## src/rtl/rv32_bus_arbiter_if.sv

```systemverilog
// Signal bundle between the RV32I data-bus arbiter, its two masters and the shared slave.
// The slave modport is the arbiter's view; master is the view of the requesters and slave model.
interface rv32_bus_arbiter_if #(
  parameter int ADDR_W = 32,
  parameter int DATA_W = 32
);
  logic              m0Req;
  logic              m0We;
  logic [ADDR_W-1:0] m0Addr;
  logic [DATA_W-1:0] m0WData;
  logic [DATA_W-1:0] m0RData;
  logic              m0Ready;
  logic              m0Err;

  logic              m1Req;
  logic              m1We;
  logic [ADDR_W-1:0] m1Addr;
  logic [DATA_W-1:0] m1WData;
  logic [DATA_W-1:0] m1RData;
  logic              m1Ready;
  logic              m1Err;

  logic              sReq;
  logic              sWe;
  logic [ADDR_W-1:0] sAddr;
  logic [DATA_W-1:0] sWData;
  logic [DATA_W-1:0] sRData;
  logic              sReady;

  modport slave (
    input  m0Req, m0We, m0Addr, m0WData,
    input  m1Req, m1We, m1Addr, m1WData,
    input  sRData, sReady,
    output m0RData, m0Ready, m0Err,
    output m1RData, m1Ready, m1Err,
    output sReq, sWe, sAddr, sWData
  );

  modport master (
    output m0Req, m0We, m0Addr, m0WData,
    output m1Req, m1We, m1Addr, m1WData,
    output sRData, sReady,
    input  m0RData, m0Ready, m0Err,
    input  m1RData, m1Ready, m1Err,
    input  sReq, sWe, sAddr, sWData
  );
endinterface

```

## src/rtl/rv32_bus_arbiter.sv

```systemverilog
// Round-robin two-master / one-slave arbiter for the RV32I data bus with a slave timeout.
// One transfer in flight at a time: IDLE -> BUSY -> RESP -> IDLE, all outputs decoded from registers.
module rv32_bus_arbiter #(
  parameter int                ADDR_W   = 32,
  parameter int                DATA_W   = 32,
  parameter int                TIMEOUT  = 16,
  parameter logic [DATA_W-1:0] ERR_DATA = 32'hDEAD_BEEF
) (
  input logic               clk,
  input logic               reset,
  rv32_bus_arbiter_if.slave bus
);

  localparam int               CNT_W    = $clog2(TIMEOUT);
  localparam logic [CNT_W-1:0] CNT_LAST = CNT_W'(TIMEOUT - 1);

  typedef enum logic [1:0] {
    IDLE = 2'd0,
    BUSY = 2'd1,
    RESP = 2'd2
  } state_t;

  state_t            state;
  state_t            state_next;
  logic              grant;
  logic              last_grant;
  logic              pick;
  logic              any_req;
  logic              done;
  logic              we_q;
  logic [ADDR_W-1:0] addr_q;
  logic [DATA_W-1:0] wdata_q;
  logic [DATA_W-1:0] rdata0_q;
  logic [DATA_W-1:0] rdata1_q;
  logic [DATA_W-1:0] resp_data;
  logic              err_q;
  logic [CNT_W-1:0]  cnt;

  // On a tie the master that was not served last wins; otherwise the lone requester.
  assign any_req   = bus.m0Req | bus.m1Req;
  assign pick      = (bus.m0Req & bus.m1Req) ? ~last_grant : ~bus.m0Req;
  assign done      = bus.sReady | (cnt == CNT_LAST);
  assign resp_data = bus.sReady ? bus.sRData : ERR_DATA;

  always_ff @(posedge clk) begin
    if (!reset) begin
      state <= IDLE;
    end else begin
      state <= state_next;
    end
  end

  always_comb begin
    state_next = state;
    case (state)
      IDLE:    if (any_req) state_next = BUSY;
      BUSY:    if (done)    state_next = RESP;
      RESP:    state_next = IDLE;
      default: state_next = IDLE;
    endcase
  end

  always_ff @(posedge clk) begin
    if (!reset) begin
      grant      <= 1'b0;
      last_grant <= 1'b1;
      we_q       <= 1'b0;
      addr_q     <= '0;
      wdata_q    <= '0;
      rdata0_q   <= '0;
      rdata1_q   <= '0;
      err_q      <= 1'b0;
      cnt        <= '0;
    end else begin
      case (state)
        IDLE: begin
          cnt <= '0;
          if (any_req) begin
            grant   <= pick;
            we_q    <= pick ? bus.m1We    : bus.m0We;
            addr_q  <= pick ? bus.m1Addr  : bus.m0Addr;
            wdata_q <= pick ? bus.m1WData : bus.m0WData;
          end
        end
        BUSY: begin
          cnt <= cnt + CNT_W'(1);
          // A ready on the final counted cycle takes priority over the timeout.
          if (done) begin
            err_q <= ~bus.sReady;
            if (grant) begin
              rdata1_q <= resp_data;
            end else begin
              rdata0_q <= resp_data;
            end
          end
        end
        RESP: begin
          last_grant <= grant;
        end
        default: begin
          cnt <= '0;
        end
      endcase
    end
  end

  always_comb begin
    bus.sReq    = 1'b0;
    bus.sWe     = 1'b0;
    bus.sAddr   = '0;
    bus.sWData  = '0;
    bus.m0Ready = 1'b0;
    bus.m0Err   = 1'b0;
    bus.m1Ready = 1'b0;
    bus.m1Err   = 1'b0;
    case (state)
      BUSY: begin
        bus.sReq   = 1'b1;
        bus.sWe    = we_q;
        bus.sAddr  = addr_q;
        bus.sWData = wdata_q;
      end
      RESP: begin
        if (grant) begin
          bus.m1Ready = 1'b1;
          bus.m1Err   = err_q;
        end else begin
          bus.m0Ready = 1'b1;
          bus.m0Err   = err_q;
        end
      end
      default: begin
        bus.sReq = 1'b0;
      end
    endcase
  end

  assign bus.m0RData = rdata0_q;
  assign bus.m1RData = rdata1_q;

endmodule

```

## src/flat_wrapper.sv

```systemverilog
// flat-port wrapper written by rule: the top's interface ports become plain ports
module rv32_bus_arbiter_flat 
#(
  parameter int                ADDR_W   = 32,
  parameter int                DATA_W   = 32,
  parameter int                TIMEOUT  = 16,
  parameter logic [DATA_W-1:0] ERR_DATA = 32'hDEAD_BEEF
)
  (clk, reset, bus_m0Req, bus_m0We, bus_m0Addr, bus_m0WData, bus_m1Req, bus_m1We, bus_m1Addr, bus_m1WData, bus_sRData, bus_sReady, bus_m0RData, bus_m0Ready, bus_m0Err, bus_m1RData, bus_m1Ready, bus_m1Err, bus_sReq, bus_sWe, bus_sAddr, bus_sWData);
  rv32_bus_arbiter_if #(.ADDR_W(ADDR_W), .DATA_W(DATA_W)) bus_i ();
  input logic clk;
  input logic reset;
  input wire logic [$bits(bus_i.m0Req)-1:0] bus_m0Req;
  input wire logic [$bits(bus_i.m0We)-1:0] bus_m0We;
  input wire logic [$bits(bus_i.m0Addr)-1:0] bus_m0Addr;
  input wire logic [$bits(bus_i.m0WData)-1:0] bus_m0WData;
  input wire logic [$bits(bus_i.m1Req)-1:0] bus_m1Req;
  input wire logic [$bits(bus_i.m1We)-1:0] bus_m1We;
  input wire logic [$bits(bus_i.m1Addr)-1:0] bus_m1Addr;
  input wire logic [$bits(bus_i.m1WData)-1:0] bus_m1WData;
  input wire logic [$bits(bus_i.sRData)-1:0] bus_sRData;
  input wire logic [$bits(bus_i.sReady)-1:0] bus_sReady;
  output wire logic [$bits(bus_i.m0RData)-1:0] bus_m0RData;
  output wire logic [$bits(bus_i.m0Ready)-1:0] bus_m0Ready;
  output wire logic [$bits(bus_i.m0Err)-1:0] bus_m0Err;
  output wire logic [$bits(bus_i.m1RData)-1:0] bus_m1RData;
  output wire logic [$bits(bus_i.m1Ready)-1:0] bus_m1Ready;
  output wire logic [$bits(bus_i.m1Err)-1:0] bus_m1Err;
  output wire logic [$bits(bus_i.sReq)-1:0] bus_sReq;
  output wire logic [$bits(bus_i.sWe)-1:0] bus_sWe;
  output wire logic [$bits(bus_i.sAddr)-1:0] bus_sAddr;
  output wire logic [$bits(bus_i.sWData)-1:0] bus_sWData;
  assign bus_i.m0Req = bus_m0Req;
  assign bus_i.m0We = bus_m0We;
  assign bus_i.m0Addr = bus_m0Addr;
  assign bus_i.m0WData = bus_m0WData;
  assign bus_i.m1Req = bus_m1Req;
  assign bus_i.m1We = bus_m1We;
  assign bus_i.m1Addr = bus_m1Addr;
  assign bus_i.m1WData = bus_m1WData;
  assign bus_i.sRData = bus_sRData;
  assign bus_i.sReady = bus_sReady;
  assign bus_m0RData = bus_i.m0RData;
  assign bus_m0Ready = bus_i.m0Ready;
  assign bus_m0Err = bus_i.m0Err;
  assign bus_m1RData = bus_i.m1RData;
  assign bus_m1Ready = bus_i.m1Ready;
  assign bus_m1Err = bus_i.m1Err;
  assign bus_sReq = bus_i.sReq;
  assign bus_sWe = bus_i.sWe;
  assign bus_sAddr = bus_i.sAddr;
  assign bus_sWData = bus_i.sWData;
  rv32_bus_arbiter #(.ADDR_W(ADDR_W), .DATA_W(DATA_W), .TIMEOUT(TIMEOUT), .ERR_DATA(ERR_DATA)) u_core (.clk(clk), .reset(reset), .bus(bus_i));
endmodule
```

## config.mk

```make
export PLATFORM = sky130hd
export DESIGN_NAME = rv32_bus_arbiter_flat
export DESIGN_NICKNAME = d
export VERILOG_FILES = /design/src/rtl/rv32_bus_arbiter_if.sv /design/src/rtl/rv32_bus_arbiter.sv /design/src/flat_wrapper.sv
export SDC_FILE = /design/constraint.sdc
export NUM_CORES = 1
export LEC_CHECK = 0
export BUFFER_PORTS_ARGS = -buffer_cell sky130_fd_sc_hd__buf_2
export CORE_MARGIN = 2
export CORE_UTILIZATION = 52
export DETAILED_ROUTE_END_ITERATION = 10
export GPL_ROUTABILITY_DRIVEN = 0
export PLACE_DENSITY = 0.88
export SYNTH_ARGS = -nofsm -noshare
export SYNTH_HDL_FRONTEND = slang
export SYNTH_SLANG_ARGS = --single-unit
```

## constraint.sdc

```tcl
create_clock -name clk -period 3.9 [get_ports clk]
set_input_delay 0.78 -clock clk [delete_from_list [all_inputs] [get_ports clk]]
set_output_delay 0.78 -clock clk [all_outputs]
set_load 0.03 [all_outputs]
```

==> results.py <==
metrics = {
    "global_routing": {
        "grt_pass1_vias": 6314,
        "grt_max_degree": 132,
        "grt.total_usage_pct": 27.5,
        "antenna_found_initial": 0,
        "grt_pass1_wl_mm": 31.8,
        "overflow": 0,
    },
    "drt": {
        "drc": 0,
        "postRouteAntennaNets": 0,
        "route.met2.wl_mm": 10.4,
        "top_layer": "met4",
        "vias_per_cell": 5.84,
        "vias": 6710,
        "drtIter0Drc": 496,
        "first_pass_iters": 4,
        "dr_wl_met3_mm": 1.43,
        "post_drt_wl_per_cell_um": 17.7,
        "met1_length_mm": 8.11,
        "routed_wl_mm": 20.3,
    },
    "timing": {
        "rsz0062_at_grt": "false",
        "layout_setup_ws_ps": 883,
        "finalCriticalPeriod_ps": 3020,
        "period_share_pct": 77.4,
        "maxSlewHeadroom_pct": 29.3,
        "fin_hold_ws_ps": 482,
        "fin_skew_ps": 6.45,
        "finalSetupViolCount": 0,
        "timing.final.hold_violations": 0,
        "setup_tns_ps": 0,
        "slew_violations": 0,
        "worstMarginPinSlew_ps": 1060,
        "max_freq_ghz": 0.331,
    },
    "setup_path": {
        "worst_ep_required_time_ps": 3120,
        "worst_setup_path_start_kind": "flop",
        "worst-path-buf-inv": 2,
        "crit_arrival_ps": 2240,
        "cp-end-kind": "output pin",
        "path_delay_family": "simple AND/OR/NAND/NOR gates",
        "path_max_fanout": 32,
        "path_cells": "nor2b_4 > buf_4 > and2_1 > buf_2",
        "worst-setup-path-type": "flop to output pin",
        "crit_slowest_cell": "dfxtp_1",
        "cp_slowest_stage_delay_ps": 520,
    },
    "final_layout": {
        "area_growth_pct": 30.1,
        "n_antenna_cell": 0,
        "final_cell_count_no_fill": 1149,
        "stdcell_area_um2": 8990,
        "drive_above_1_share_pct": 43.4,
        "nets": 1128,
    },
    "yosys": {
        "synth-simple-area-share_pct": 18.7,
        "syn_nets": 893,
        "synth_top_family_by_area": "compound AO/OA/AOI/OAI gates",
        "yosys_warnings": 0,
        "synth_area_per_cell_um2": 9.54,
        "synth-seq-cells": 138,
        "synthesis.area_um2": 6910,
        "ys_types": 38,
        "synth_cells": 725,
        "synth_adder_area_share_pct": 0.181,
        "yosysSeqAreaShare_pct": 40.0,
        "synth_compound_area_share_pct": 35.3,
        "synth_mux_area_share_pct": 0,
        "synth-xor-area-share_pct": 0,
    },
    "placed_design": {
        "placed_cell_area_um2": 8360,
        "dp_slack_ps": 1290,
        "dp_cells": 1117,
        "port_buffers": 300,
        "place_hpwl_mm": 13.1,
    },
    "clock_tree": {
        "cts_inserted_buffers": 17,
        "clk_pin_slew_ps": 60,
        "worst_skew_pair.late_latency_ps": 410,
        "postCtsResizedCells": 0,
        "tritoncts": "done",
        "ctsRootBufferMaster": "clkbuf_16",
        "holdBufCountCts": 0,
        "clock_path_buffers": 2,
        "h-tree-depth": 4,
        "cts_sinks": 138,
        "cts_setup_buffers": 0,
    },
    "worst_hold_path": {
        "hold_path_class": "flop to flop",
    },
    "flow_run": {
        "maxCapViolCount": 0,
    },
    "outcome": {
        "status": "complete, no violations",
    },
    "die": {
        "start_util_pct": 52.6,
        "coreArea_um2": 13100,
        "fp-row-count": 42,
        "die_h_um": 119,
        "die-area_um2": 14200,
        "num_io_pins": 301,
        "fp.dieW_um": 119,
    },
    "power_and_ir_drop": {
        "ir_drop_v": 0.000247,
        "pwr_density_cell_nw_per_um2": 456,
        "p_leak_nw": 4.47,
    },
}
==> cell usage in the layout, fill, tap and decap left out, drive strengths merged, types with 17 or more instances in the layout <==
cell type,Yosys,final
clkbuf,71,17
a21boi,84,84
or2,26,26
o311a,65,65
o221a,48,48
and3,66,66
nand3,19,19
o21bai,65,65
dfxtp,138,138
and2,68,68
o21ai,18,18
buf,22,309
==> worst paths after layout <==
path / startpoint / to / slack [ps] / cells after the start
setup / recovery: u_core.state[0] / bus_sAddr[30] / 880 / 4
hold / removal: u_core.bus.m0RData[17] / u_core.bus.m0RData[17] / 480 / 2
setup reg to reg: u_core.state[1] / u_core.grant / 1730 / 4
hold reg to reg: u_core.bus.m0RData[17] / u_core.bus.m0RData[17] / 480 / 2
==> final cells by class <==
| type | instances | area [µm²] |
|---|---|---|
| Fill cell | 1073 | 4140 |
| Multi-Input combinational cell | 494 | 3780 |
| Sequential cell | 138 | 2760 |
| Timing Repair Buffer | 309 | 1600 |
| Clock buffer | 17 | 425 |
| Tap cell | 176 | 220 |
| Clock inverter | 15 | 213 |
==> worst min-delay path, stage by stage (launching register included) <==
cell      delay (ps)
dfxtp_1          300
o21ai_0           60
a21boi_0          70
==> metrics by stage <==
stage          utilization, %  power, W
5_1_grt                  68.5   0.00426
3_5_place_dp             63.6   0.00239
3_3_place_gp             63.6   0.00238
6_report                 68.5   0.00410
2_1_floorplan               -   0.00216
4_1_cts                  68.5   0.00412
==> synthesized netlist by cell type (all sizes together) <==
master	instances	area, µm²
dfxtp	138	2760
a21boi	84	631
clkbuf	71	268
and2	68	427
and3	66	414
o21bai	65	488
o311a	65	651
o221a	48	541
or2	26	163
buf	22	140
nand3	19	95.1
o21ai	18	90.1
nor2	7	45.1
nand2	5	18.8
nand3b	5	37.5
nor2b	4	25.0
nand2b	2	12.5
nor3b	2	20.0
o211a	2	20.0
a22oi	1	7.51
a31oi	1	6.26
and3b	1	10.0
ha	1	12.5
nand4	1	6.26
o211ai	1	7.51
or2b	1	7.51
or3b	1	8.76
==> state kept, by name, summed over array words and instances (netlist names) <==
register / count
u_core.addr_q: 32
u_core.bus.m0RData: 32
u_core.bus.m1RData: 32
u_core.wdata_q: 32
u_core.cnt: 4
u_core.state: 2
u_core.err_q: 1
u_core.grant: 1
u_core.last_grant: 1
u_core.we_q: 1
==> routing by layer <==
| layer | vias up | global-route usage, % |
|---|---|---|
| li1 | 3212 | - |
| met1 | 3208 | 33.5 |
| met2 | 256 | 47.7 |
| met3 | 34 | 7.04 |
| met4 | 0 | 8.46 |
| met5 | - | 0 |
==> kinds of logic after synthesis <==
group / after synthesis
simple gates: 208
fa+ha+maj: 1
compound gates: 285
buf+inv: 93
flops: 138
==> power by group <==
part / leakage, nW / total (W) / switching (W) / internal (W)
clock: 0.307 / 0.00173 / 0.000647 / 0.00108
sequential: 1.13 / 0.00159 / 0.0000631 / 0.00152
combinational: 3.03 / 0.000784 / 0.000455 / 0.000329
(Power assumes the default switching activity.)
